File: src/rtl/call_ctrl_ui_pkg.sv
// Shared encodings for the telephone UI controller: FSM states, application
// event/command codes, per-line status codes and menu item indices.
package call_ui_pkg;

    localparam logic [2:0] ST_INIT     = 3'd0;
    localparam logic [2:0] ST_IDLE     = 3'd1;
    localparam logic [2:0] ST_MENU     = 3'd2;
    localparam logic [2:0] ST_DIAL     = 3'd3;
    localparam logic [2:0] ST_OUTGOING = 3'd4;
    localparam logic [2:0] ST_INCOMING = 3'd5;
    localparam logic [2:0] ST_BUSY     = 3'd6;
    localparam logic [2:0] ST_WAIT_END = 3'd7;

    localparam logic [2:0] INC_CONNECTED = 3'd1;
    localparam logic [2:0] INC_INCOMING  = 3'd5;
    localparam logic [2:0] INC_ENDED     = 3'd6;

    localparam logic [2:0] CMD_DIAL      = 3'd1;
    localparam logic [2:0] CMD_ACCEPT    = 3'd2;
    localparam logic [2:0] CMD_END       = 3'd3;
    localparam logic [2:0] CMD_HOLD      = 3'd4;
    localparam logic [2:0] CMD_RESUME    = 3'd5;
    localparam logic [2:0] CMD_VOICEMAIL = 3'd6;

    localparam logic [1:0] LS_FREE      = 2'd0;
    localparam logic [1:0] LS_RINGING   = 2'd1;
    localparam logic [1:0] LS_CONNECTED = 2'd2;
    localparam logic [1:0] LS_HELD      = 2'd3;

    localparam logic [1:0] MI_CALL      = 2'd0;
    localparam logic [1:0] MI_VOICEMAIL = 2'd1;
    localparam logic [1:0] MI_ACCEPT    = 2'd1;
    localparam logic [1:0] MI_REJECT    = 2'd2;
    localparam logic [1:0] MI_HOLD_SWAP = 2'd1;
    localparam logic [1:0] MI_END       = 2'd2;

    // down advances, up retreats, both wrap over n items
    function automatic logic [1:0] menu_step(input logic [1:0] item, input logic dn,
                                             input logic [1:0] n);
        if (dn) return (item == n - 2'd1) ? 2'd0 : item + 2'd1;
        return (item == 2'd0) ? n - 2'd1 : item - 2'd1;
    endfunction

endpackage

File: src/rtl/call_ctrl_ui_dial_buffer.sv
// Dial digit store: push/backspace at the tail while dialling, drained from
// the head over a valid/ready stream once the call is placed.
module dial_buffer #(
    parameter int MAX_DIGITS = 10
) (
    input  logic       clk,
    input  logic       reset,
    input  logic       clr_i,
    input  logic       push_i,
    input  logic       pop_i,
    input  logic [3:0] digit_i,
    input  logic       drain_en_i,
    input  logic       dial_ready_i,
    output logic       dial_valid_o,
    output logic [3:0] dial_digit_o,
    output logic [3:0] count_o,
    output logic       full_o
);
    logic [MAX_DIGITS-1:0][3:0] mem_q, mem_d;
    logic [3:0]                 cnt_q, cnt_d;

    assign full_o       = (cnt_q == 4'(MAX_DIGITS));
    assign count_o      = cnt_q;
    assign dial_valid_o = drain_en_i && (cnt_q != 4'd0);
    assign dial_digit_o = mem_q[0];

    always_comb begin
        mem_d = mem_q;
        cnt_d = cnt_q;
        if (clr_i) begin
            cnt_d = 4'd0;
        end else if (dial_valid_o && dial_ready_i) begin
            for (int i = 0; i < MAX_DIGITS - 1; i++) mem_d[i] = mem_q[i+1];
            cnt_d = cnt_q - 4'd1;
        end else if (push_i && !full_o) begin
            mem_d[cnt_q] = digit_i;
            cnt_d        = cnt_q + 4'd1;
        end else if (pop_i && cnt_q != 4'd0) begin
            cnt_d = cnt_q - 4'd1;
        end
    end

    always_ff @(posedge clk or negedge reset) begin
        if (!reset) begin
            mem_q <= '0;
            cnt_q <= 4'd0;
        end else begin
            mem_q <= mem_d;
            cnt_q <= cnt_d;
        end
    end
endmodule

File: src/rtl/call_ctrl_ui.sv
// Multi-line telephone UI controller: button/menu FSM, per-line call state,
// two-deep command queue to the application layer and dial digit streaming.
module call_ctrl_ui
    import call_ui_pkg::*;
#(
    parameter int NUM_LINES    = 2,
    parameter int MAX_DIGITS   = 10,
    parameter int RING_TIMEOUT = 50_000_000,
    parameter int LINE_W       = 3
) (
    input  logic                   clk,
    input  logic                   reset,
    input  logic                   enter,
    input  logic                   up,
    input  logic                   down,
    input  logic                   left,
    input  logic                   right,
    input  logic [3:0]             digit,
    input  logic                   digit_strobe,
    input  logic                   inc_valid,
    input  logic [2:0]             inc_command,
    input  logic [LINE_W-1:0]      inc_line,
    output logic                   cmd_valid,
    input  logic                   cmd_ready,
    output logic [2:0]             command,
    output logic [LINE_W-1:0]      cmd_line,
    output logic                   dial_valid,
    input  logic                   dial_ready,
    output logic [3:0]             dial_digit,
    output logic [2:0]             current_state,
    output logic [1:0]             current_menu_item,
    output logic [LINE_W-1:0]      active_line,
    output logic [2*NUM_LINES-1:0] line_status,
    output logic [3:0]             digit_count,
    output logic                   voicemail_command,
    output logic                   error
);
    localparam int LN = 1 << LINE_W;
    localparam int RW = $clog2(RING_TIMEOUT + 1);
    localparam logic [RW-1:0]   RING_LAST = RW'(RING_TIMEOUT - 1);
    localparam logic [LINE_W:0] NL        = (LINE_W + 1)'(NUM_LINES);

    logic [2:0]             state_q, state_d;
    logic [1:0]             menu_q, menu_d;
    logic [LINE_W-1:0]      act_q, act_d;
    logic [LN-1:0][1:0]     lst_q, lst_d;
    logic [RW-1:0]          ring_q, ring_d;
    logic                   err_q, err_d, vm_q, vm_d, stream_q, stream_d;
    logic                   cv_q, cv_d, pv_q, pv_d;
    logic [2:0]             cop_q, cop_d, pop_q, pop_d;
    logic [LINE_W-1:0]      cln_q, cln_d, pln_q, pln_d;
    logic [1:0]             iss_v;
    logic [1:0][2:0]        iss_op;
    logic [1:0][LINE_W-1:0] iss_ln;
    logic                   buf_push, buf_pop, buf_clr, buf_full;
    logic                   ev, btn, any_free, any_held;
    logic [LINE_W-1:0]      free_ln, held_ln;

    assign ev  = inc_valid && ({1'b0, inc_line} < NL) &&
                 (inc_command == INC_CONNECTED || inc_command == INC_INCOMING ||
                  inc_command == INC_ENDED);
    assign btn = enter | up | down | left | right;

    // Lowest FREE line, and lowest HELD line other than the active one
    always_comb begin
        any_free = 1'b0; free_ln = '0; any_held = 1'b0; held_ln = '0;
        for (int i = NUM_LINES - 1; i >= 0; i--) begin
            if (lst_q[i] == LS_FREE) begin any_free = 1'b1; free_ln = LINE_W'(i); end
            if (lst_q[i] == LS_HELD && LINE_W'(i) != act_q) begin
                any_held = 1'b1; held_ln = LINE_W'(i);
            end
        end
    end

    always_comb begin
        state_d = state_q; menu_d = menu_q; act_d = act_q; lst_d = lst_q;
        err_d = 1'b0; vm_d = 1'b0; stream_d = stream_q;
        buf_push = 1'b0; buf_pop = 1'b0; buf_clr = 1'b0;
        iss_v = '0; iss_op = '0; iss_ln = '0;
        if (ev) begin
            if (inc_command == INC_CONNECTED) begin
                if (state_q == ST_OUTGOING && inc_line == act_q) begin
                    lst_d[inc_line] = LS_CONNECTED; state_d = ST_BUSY;
                end
            end else if (inc_command == INC_INCOMING) begin
                if (state_q == ST_IDLE) begin
                    lst_d[inc_line] = LS_RINGING; act_d = inc_line; state_d = ST_INCOMING;
                end else if (state_q == ST_BUSY) begin
                    if (!any_free) begin
                        iss_v[0] = 1'b1; iss_op[0] = CMD_END; iss_ln[0] = inc_line;
                    end else if (inc_line != act_q) begin
                        iss_v[0] = 1'b1; iss_op[0] = CMD_HOLD; iss_ln[0] = act_q;
                        lst_d[act_q] = LS_HELD; lst_d[inc_line] = LS_RINGING;
                        act_d = inc_line; state_d = ST_INCOMING;
                    end
                end
            end else begin
                lst_d[inc_line] = LS_FREE;
                // Far end hung up on the call we own: fall back to a held call
                if (inc_line == act_q && state_q >= ST_OUTGOING) begin
                    buf_clr = 1'b1;
                    if (any_held) begin
                        iss_v[0] = 1'b1; iss_op[0] = CMD_RESUME; iss_ln[0] = held_ln;
                        lst_d[held_ln] = LS_CONNECTED; act_d = held_ln; state_d = ST_BUSY;
                    end else state_d = ST_IDLE;
                end
            end
        end else if (state_q == ST_INCOMING && ring_q == RING_LAST) begin
            iss_v[0] = 1'b1; iss_op[0] = CMD_VOICEMAIL; iss_ln[0] = act_q;
            vm_d = 1'b1; lst_d[act_q] = LS_FREE;
            if (any_held) begin act_d = held_ln; state_d = ST_BUSY; end
            else state_d = ST_IDLE;
        end else if (btn) begin
            case (state_q)
                ST_INIT: if (enter) state_d = ST_IDLE;
                ST_IDLE: if (right) state_d = ST_MENU;
                ST_MENU:
                    if (up || down) menu_d = menu_step(menu_q, down, 2'd2);
                    else if (left) state_d = ST_IDLE;
                    else if (enter && menu_q == MI_CALL) begin
                        buf_clr = 1'b1; state_d = ST_DIAL;
                    end else if (enter && menu_q == MI_VOICEMAIL) begin
                        if (cv_q) err_d = 1'b1;
                        else begin
                            iss_v[0] = 1'b1; iss_op[0] = CMD_VOICEMAIL; iss_ln[0] = act_q;
                            vm_d = 1'b1;
                        end
                    end
                ST_DIAL:
                    if (left) begin
                        if (digit_count != 4'd0) buf_pop = 1'b1;
                        else state_d = ST_MENU;
                    end else if (enter && digit_count != 4'd0) begin
                        if (!any_free || cv_q) err_d = 1'b1;
                        else begin
                            iss_v[0] = 1'b1; iss_op[0] = CMD_DIAL; iss_ln[0] = free_ln;
                            act_d = free_ln; state_d = ST_OUTGOING;
                        end
                    end
                ST_OUTGOING:
                    if (enter) begin
                        if (cv_q) err_d = 1'b1;
                        else begin
                            iss_v[0] = 1'b1; iss_op[0] = CMD_END; iss_ln[0] = act_q;
                            buf_clr = 1'b1; state_d = ST_WAIT_END;
                        end
                    end
                ST_INCOMING:
                    if (up || down) menu_d = menu_step(menu_q, down, 2'd3);
                    else if (enter && (menu_q == MI_ACCEPT || menu_q == MI_REJECT)) begin
                        if (cv_q) err_d = 1'b1;
                        else if (menu_q == MI_ACCEPT) begin
                            iss_v[0] = 1'b1; iss_op[0] = CMD_ACCEPT; iss_ln[0] = act_q;
                            lst_d[act_q] = LS_CONNECTED; state_d = ST_BUSY;
                        end else begin
                            iss_v[0] = 1'b1; iss_op[0] = CMD_END; iss_ln[0] = act_q;
                            state_d = ST_WAIT_END;
                        end
                    end
                ST_BUSY:
                    if (up || down) menu_d = menu_step(menu_q, down, 2'd3);
                    else if (enter && (menu_q == MI_HOLD_SWAP || menu_q == MI_END)) begin
                        iss_v[0] = 1'b1; iss_ln[0] = act_q;
                        iss_op[0] = (menu_q == MI_END) ? CMD_END : CMD_HOLD;
                        if (cv_q) begin
                            err_d = 1'b1; iss_v = '0;
                        end else if (menu_q == MI_END) begin
                            state_d = ST_WAIT_END;
                        end else begin
                            lst_d[act_q] = LS_HELD;
                            if (any_held) begin
                                iss_v[1] = 1'b1; iss_op[1] = CMD_RESUME; iss_ln[1] = held_ln;
                                lst_d[held_ln] = LS_CONNECTED; act_d = held_ln;
                            end
                        end
                    end
                default: ;
            endcase
        end else if (digit_strobe && state_q == ST_DIAL) begin
            if (buf_full) err_d = 1'b1;
            else buf_push = 1'b1;
        end
        if (state_d != state_q) menu_d = 2'd0;
        ring_d = (state_q == ST_INCOMING && state_d == ST_INCOMING) ? ring_q + RW'(1) : '0;

        // Command queue: head slot drives the port, second slot backs HOLD+RESUME
        cv_d = cv_q; cop_d = cop_q; cln_d = cln_q;
        pv_d = pv_q; pop_d = pop_q; pln_d = pln_q;
        if (cv_q && cmd_ready) begin
            if (cop_q == CMD_DIAL) stream_d = 1'b1;
            cv_d = pv_q; cop_d = pop_q; cln_d = pln_q; pv_d = 1'b0;
        end
        for (int k = 0; k < 2; k++) begin
            if (iss_v[k]) begin
                if (!cv_d) begin
                    cv_d = 1'b1; cop_d = iss_op[k]; cln_d = iss_ln[k];
                end else if (!pv_d) begin
                    pv_d = 1'b1; pop_d = iss_op[k]; pln_d = iss_ln[k];
                end
            end
        end
        if (buf_clr || (dial_valid && dial_ready && digit_count == 4'd1)) stream_d = 1'b0;
    end

    always_ff @(posedge clk or negedge reset) begin
        if (!reset) begin
            state_q <= ST_INIT; menu_q <= 2'd0; act_q <= '0; lst_q <= '0; ring_q <= '0;
            err_q <= 1'b0; vm_q <= 1'b0; stream_q <= 1'b0;
            cv_q <= 1'b0; cop_q <= 3'd0; cln_q <= '0;
            pv_q <= 1'b0; pop_q <= 3'd0; pln_q <= '0;
        end else begin
            state_q <= state_d; menu_q <= menu_d; act_q <= act_d; lst_q <= lst_d;
            ring_q <= ring_d; err_q <= err_d; vm_q <= vm_d; stream_q <= stream_d;
            cv_q <= cv_d; cop_q <= cop_d; cln_q <= cln_d;
            pv_q <= pv_d; pop_q <= pop_d; pln_q <= pln_d;
        end
    end

    dial_buffer #(.MAX_DIGITS(MAX_DIGITS)) u_buf (
        .clk          (clk),
        .reset        (reset),
        .clr_i        (buf_clr),
        .push_i       (buf_push),
        .pop_i        (buf_pop),
        .digit_i      (digit),
        .drain_en_i   (stream_q),
        .dial_ready_i (dial_ready),
        .dial_valid_o (dial_valid),
        .dial_digit_o (dial_digit),
        .count_o      (digit_count),
        .full_o       (buf_full)
    );

    assign cmd_valid         = cv_q;
    assign command           = cop_q;
    assign cmd_line          = cln_q;
    assign current_state     = state_q;
    assign current_menu_item = menu_q;
    assign active_line       = act_q;
    assign line_status       = lst_q[NUM_LINES-1:0];
    assign voicemail_command = vm_q;
    assign error             = err_q;
endmodule

File: config.mk
export PLATFORM = sky130hd
export DESIGN_NAME = call_ctrl_ui
export DESIGN_NICKNAME = d
export VERILOG_FILES = /design/src/rtl/call_ctrl_ui_pkg.sv /design/src/rtl/call_ctrl_ui_dial_buffer.sv /design/src/rtl/call_ctrl_ui.sv
export SDC_FILE = /design/constraint.sdc
export NUM_CORES = 1
export LEC_CHECK = 0
export CAP_MARGIN = 20
export CORE_MARGIN = 1.5
export CORE_UTILIZATION = 55
export DETAILED_ROUTE_END_ITERATION = 12
export GPL_ROUTABILITY_DRIVEN = 0
export GPL_TIMING_DRIVEN = 0
export PLACE_DENSITY = 0.72
export SLEW_MARGIN = 20
export SYNTH_ARGS = -nofsm -noshare
export SYNTH_HDL_FRONTEND = slang
export SYNTH_SLANG_ARGS = --single-unit
File: constraint.sdc
create_clock -name clk -period 8.4 [get_ports clk]
set_clock_uncertainty 0.2 [all_clocks]
set_input_delay 1.68 -clock clk [delete_from_list [all_inputs] [get_ports clk]]
set_output_delay 1.68 -clock clk [all_outputs]
set_load 0.02 [all_outputs]
== Yosys cells after proc, flatten, opt, wreduce, memory -nomap -nowiden ==
Index checks and enable logic that the tools add are counted.

* Mux-type cells: 305
* Reduce and logical (&&, ||, !) cells: 53
* Add/subtract/negate cells: 5
* Magnitude comparators: 10
* Bitwise operators: 27
* Equal/unequal tests: 47

{| class="wikitable"
|+ Operators with widths
! operator !! number
|-
| $mux W3 || 119
|-
| $mux W16 || 21
|-
| $mux W1 || 102
|-
| $mux W6 || 14
|-
| $mux W36 || 2
|-
| $mux W2 || 27
|-
| $and A8 B8 Y8 || 6
|-
| $or A8 B8 Y8 || 6
|-
| $bwmux W40 || 1
|-
| $and A16 B16 Y16 || 2
|-
| $not A16 Y16 || 2
|-
| $not A8 Y8 || 4
|-
| $pmux W16 S2 || 1
|-
| $pmux W3 S5 || 2
|-
| $reduce_and A14 Y1 || 2
|-
| $add A26 B1 Y26 const B || 1
|-
| $eq A26 B26 Y1 const B || 1
|-
| $mux W26 || 1
|-
| $ne A4 B4 Y1 const B || 6
|-
| $logic_and A1 B1 Y1 || 23
|-
| $pmux W3 S7 || 1
|-
| $mux W4 || 5
|-
| $ne A4 B2 Y1 const B || 5
|-
| $reduce_bool A4 Y1 || 5
|-
| other kinds (48) || 88
|}

* Flip-flop bits (word level): 111
* Bits of input ports: 21
* Word-level logic and storage cells: 479
* Output and inout bits: 30

== Longest topological paths before layout ==
Gate-level depths: netlist (run 1).

* Word-level depth: 23
* Mapped depth: 11
* Mapped depth without buffers: 9

== Modules after synthesis ==
A second synthesis (run 1) with hierarchy kept.

* Cells, all modules: 719
* Area, all modules: 6528.8 sq um

{| class="wikitable"
|+ Modules (own cells, without submodules)
! module !! seq. area each (sq um) !! area each (sq um) !! cells each !! instances
|-
| call_ctrl_ui || 1376.3 || 4149.0 || 499 || 1
|-
| dial_buffer || 1101.1 || 2379.8 || 220 || 1
|}

== Worst setup path before layout (run 1) ==
Ideal clock, no wire load.

* Kind: input -> register
* From: in left
* To: reg u_buf.mem_q, in the netlist u_buf.dial_digit_o[2]
* Stages: 9
* Data arrival time: 3.463 ns
* Setup slack: 4.599 ns
* Buffers on the path: 2
* Required time: 8.063 ns
* Setup time: 0.137 ns
* Cells stage by stage: buf_2 > nor3_1 > and2_1 > nand4_1 > o21ai_0 > nand2b_4 > buf_2 > a21oi_1 > o22ai_1

* Cells in the longest elaborated chain, start to end: 8
* Elaborated cells on any way between the ends: 15
* Classes of those cells: mux: 9; bitwise: 3; reduce/logical: 3

{| class="wikitable"
|+ Ends and longest elaborated chain
! element !! line !! text
|-
| start: declaration || call_ctrl_ui.sv:16 || <nowiki>input logic left,</nowiki>
|-
| $mux W1 / $or A1 B1 Y1 (equally long branches) || call_ctrl_ui.sv:119, call_ctrl_ui.sv:62 ||
|-
| $mux W1 / $or A1 B1 Y1 (equally long branches) || call_ctrl_ui.sv:118, call_ctrl_ui.sv:62 ||
|-
| $pmux W1 S2 / $mux W1 (equally long branches) || call_ctrl_ui.sv:114, call_ctrl_ui.sv:113 ||
|-
| $mux W1 (on tied branches) || call_ctrl_ui.sv:113, call_ctrl_ui.sv:108 ||
|-
| $mux W1 (on tied branches) || call_ctrl_ui.sv:108, call_ctrl_ui.sv:80 ||
|-
| $mux W1 / $logic_and A1 B1 Y1 (equally long branches) || call_ctrl_ui.sv:80, call_ctrl_ui_dial_buffer.sv:35 ||
|-
| $not A1 Y1 (no source line) / $reduce_bool A2 Y1 (equally long branches) || -- ||
|-
| $reduce_and A2 Y1 (no source line) (*) || -- ||
|-
| end signal: assignment || call_ctrl_ui_dial_buffer.sv:48 || <nowiki>mem_q <= mem_d;</nowiki>
|-
| end: declaration || call_ctrl_ui_dial_buffer.sv:19 || <nowiki>logic [MAX_DIGITS-1:0][3:0] mem_q, mem_d;</nowiki>
|}

Every way passes the cells marked *; elsewhere a longest branch is shown, timed or not.
A chain may end at the register's enable or synchronous reset.

== Worst setup path after layout (run 1) ==
* From: in inc_line[1]
* To: reg u_buf.mem_q[22] (netlist name)

* Cells in the longest elaborated chain, start to end: 8
* Elaborated cells on any way between the ends: 14
* Classes of those cells: order compare: 1; eq/ne: 1; mux: 5; bitwise: 1; reduce/logical: 6

{| class="wikitable"
|+ Ends and longest elaborated chain
! element !! line !! text
|-
| start: declaration || call_ctrl_ui.sv:22 || <nowiki>input logic [LINE_W-1:0] inc_line,</nowiki>
|-
| $eq A3 B3 Y1 || call_ctrl_ui.sv:100 || <nowiki>if (inc_line == act_q && state_q >= ST_OUTGOING) begin</nowiki>
|-
| $logic_and A1 B1 Y1 || call_ctrl_ui.sv:100 ||
|-
| $mux W1 || call_ctrl_ui.sv:100 ||
|-
| $mux W1 || call_ctrl_ui.sv:85 || <nowiki>end else if (inc_command == INC_INCOMING) begin</nowiki>
|-
| $mux W1 || call_ctrl_ui.sv:81 || <nowiki>if (inc_command == INC_CONNECTED) begin</nowiki>
|-
| $mux W1 || call_ctrl_ui.sv:80 || <nowiki>if (ev) begin</nowiki>
|-
| $not A1 Y1 (no source line) || -- ||
|-
| $reduce_and A2 Y1 (no source line) (*) || -- ||
|}

Marked as above.

==> results.md, run 1 <==
* WHS at 0.313 ns
* Mapped Nets at 740
* Sequential cell area at 2480 sq um
* CP Launch Point: inc_line[1]
* Post-synthesis adder-cell area fraction at 0.0215
* Cell Area, Synth at 6410 sq um
* Yosys warns at 0
* Non-filler cells, final at 913
* Final Setup Violations at 0
* Total power at 2260 uW
* GRT Util Overall at 0.291
* Worst path max stage delay at 0.61 ns
* Final hold vios at 0
* Distinct cells, synth at 79
* CP endpoint kind: flop
* CTS tree: built
* Count leader, synth: dfrtp_1
* Peak VDD IR at 0.000228 V
* Num ports at 51
* Mapped Cells at 708
* Vias in the first global route at 5,768
* Max cap viols at 0
* Worst slew pin tran at 0.948 ns
* Syn_area_per_cell at 9.05 sq um
* IO Port Bufs at 45
* Vias at 5,895
* Simple-Gate Fraction of Synth Area at 0.241
* Setup bufs post-CTS at 0
* Critical path fanouts, max at 10
* CTS Root Cell: clkbuf_16
* # fillers at 970
* CP max-delay cell: o22ai_1
* Worst path cell trace: clkdlybuf4s50_1 -> xor2_2 -> nor4_4 -> nand2_1 -> o22ai_1 -> nand2b_4 -> buf_2 -> nor2_1 -> a2bb2oi_1
* Leading register cell type out of synthesis: dfrtp_1
* Clk sinks at 99
* DR top layer: met4
* Num rows at 39
* Ys async rst share at 1.00
* Status: complete, no violations
* Met3 WL post-DR at 1410 um
* Worst-Skew Late Latency at 0.36 ns
* Die height at 111 um
* Die width at 111 um
* Top post-synthesis cells by area: dfrtp_1 39%, a2bb2oi_1 4.4%, o22ai_1 4.1%, nor2_1 3.5%, o21ai_0 2.9%
* Inst Count DP at 897
* Reg-to-reg startpoint: u_buf.count_o[1]
* Setup tns final at 0 ns
* PD cells at 305 nW/um^2
* Mux share of post-synthesis cell area at 0.0334
* Classification of the worst setup path: in -> reg
* Top cells by count, synth: 99 x dfrtp_1, 60 x nor2_1, 46 x nand2_1
* CTS clk-pin slew, worst paths at 0.07 ns
* Nets at 797
* Total gr overflow at 0
* Antenna violations before repair at 0
* Largest family of logic cells by synthesized area: simple AND/OR/NAND/NOR gates
* CTS buffer count at 9
* ANT cells at 0
* HPWL after DPL at 12,300 um
* Compound-Gate Fraction of Synth Area at 0.222
* Met1 WL at 7390 um
* Multi-input logic area at 3630 sq um
* CTS max path bufs at 2
* Initial Utilization at 0.564
* Critical Path RT at 8.43 ns
* Total core area at 11,400 sq um
* Leakage dissipation at 0.00298 uW
* Pin count of the biggest net entering global routing at 66
* Sequential share of the synthesized area at 0.387
* Post-DRT Antenna Nets at 0
* Clock period minus worst slack at 4.56 ns
* Area Growth Syn to Fin at 15.4%
* Drt first pass iters at 6
* Hold WC Path Type: reg -> reg
* Worst setup margin at 3.84 ns
* Post_cts resized at 0
* Critical path launch point type: input port
* DRT Wirelength at 17,100 um
* Worst slack, placed at 3.52 ns
* Max Clock Freq at 219 MHz
* Area share of the largest cell type after synthesis at 0.387
* CTS Hold Bufs at 0
* Critical path arrival at 4.59 ns
* Max Slew Vio Count at 0
* Share of layout cells above drive strength 1 at 0.129
* DR iter-0 viols at 654
* DIE AREA at 12,300 sq um
* Per-cell routed wire length at 18.7 um
* First-pass GRT wire length at 29,100 um
* Max_slew headroom at 0.367
* Crit share post-route at 0.543
* Depth of the CTS H-tree at 3
* Number of enable flip-flop cells after synthesis at 0
* DR WL met2 at 7820 um
* Unrepaired setup endpoints after global routing: false
* Vias/cell at 6.46
* DRC at 0
* Largest area contributor in the netlist: dfrtp_1
* Yosys reg bits at 99
* XOR/XNOR Fraction of Synth Area at 0.0486
* Hold Crit Start: ring_q[0]
==> worst paths after layout <==
| path | slack (ns) | cells after the start | end |
|---|---|---|---|
| worst max-delay path | 3.84 | 9 | u_buf.mem_q[22] |
| worst min-delay path | 0.31 | 1 | ring_q[0] |
| worst max register to register | 5.04 | 11 | ring_q[21] |
| worst min register to register | 0.31 | 1 | ring_q[0] |
| max in group asynchronous | 6.36 | 2 | line_status[0] |
| min in group asynchronous | 1.00 | 1 | u_buf.mem_q[29] |
==> worst max-delay path, delay by kind of cell <==
kind / cells / cell delay [ns]
AO/OA/AOI/OAI: 2 / 0.76
AND/OR/NAND/NOR: 4 / 1.13
XOR/XNOR: 1 / 0.25
buffers and inverters: 2 / 0.77
==> cell usage in the layout, fill, tap and decap left out, types with 15 or more instances in the layout <==
master,instances
o22ai_1,42
xnor2_1,18
nand3_1,35
a2bb2oi_1,32
nor3_1,15
nand2_1,46
a21oi_1,32
nor2_2,21
o21ai_0,37
nor2_1,60
clkbuf_1,19
dfrtp_1,99
inv_1,22
clkdlybuf4s50_1,44
==> cells by family after synthesis <==
group / after synthesis
buffers and inverters: 65
xor gates and xnor gates: 33
AOI/OAI and AO/OA: 206
DFF: 99
and+or+nand+nor: 275
adders and majority gates: 11
muxes: 19
==> per-layer routing <==
| layer | vias up | global-route usage |
|---|---|---|
| li1 | 2744 | - |
| met1 | 2831 | 0.400 |
| met2 | 268 | 0.447 |
| met3 | 52 | 0.0716 |
| met4 | 0 | 0.109 |
| met5 | - | 0 |
==> sequential cells by signal, indices dropped and copies added (netlist names) <==
register and count:
u_buf.mem_q 36, ring_q 26, line_status 4, u_buf.count_o 4
u_buf.dial_digit_o 4, active_line 3, cmd_line 3, command 3
current_state 3, pln_q 3, pop_q 3, current_menu_item 2
cmd_valid 1, error 1, pv_q 1, stream_q 1
voicemail_command 1
==> where the power goes <==
part	internal, uW	total (uW)	switching [uW]
logic	450	1060	610
clock network	270	463	193
registers	612	734	122
total	1330	2260	925
==> cell type report <==
type / count / area share
Buffer: 43 / 0.0291
Clock buffer: 10 / 0.0323
Clock inverter: 6 / 0.0118
Inverter: 22 / 0.0112
Multi-Input combinational cell: 544 / 0.491
Sequential cell: 99 / 0.335
Tap cell: 143 / 0.0242
Timing Repair Buffer: 46 / 0.0648
==> metrics by stage <==
| stage | cell area, sq um | util |
|---|---|---|
| 3_3_place_gp | 7040 | 0.619 |
| 4_1_cts | 7390 | 0.650 |
| 3_5_place_dp | 7070 | 0.621 |
| 5_1_grt | 7390 | 0.650 |
| 6_report | 7390 | 0.650 |
| 2_1_floorplan | 6410 | - |
Note: power is estimated with default switching activity, not from simulation.
==> run 2, diff against run 1 <==
- clock period: 8.4 -> 4.5 ns (I/O delays scaled with it)
==> results of run 2 <==
The final DEF is identical to that of run 1. Status: complete, no violations.
Among the figures that moved: setup slack after placement 3.52 ns -> 0.395 ns; setup slack after layout 3.84 ns -> 0.721 ns; hold slack 0.313 ns -> 0.219 ns; register-to-register setup slack 5.04 ns -> 1.14 ns; total power 2260 uW -> 4210 uW; worst IR drop on VDD 0.000228 V -> 0.000425 V
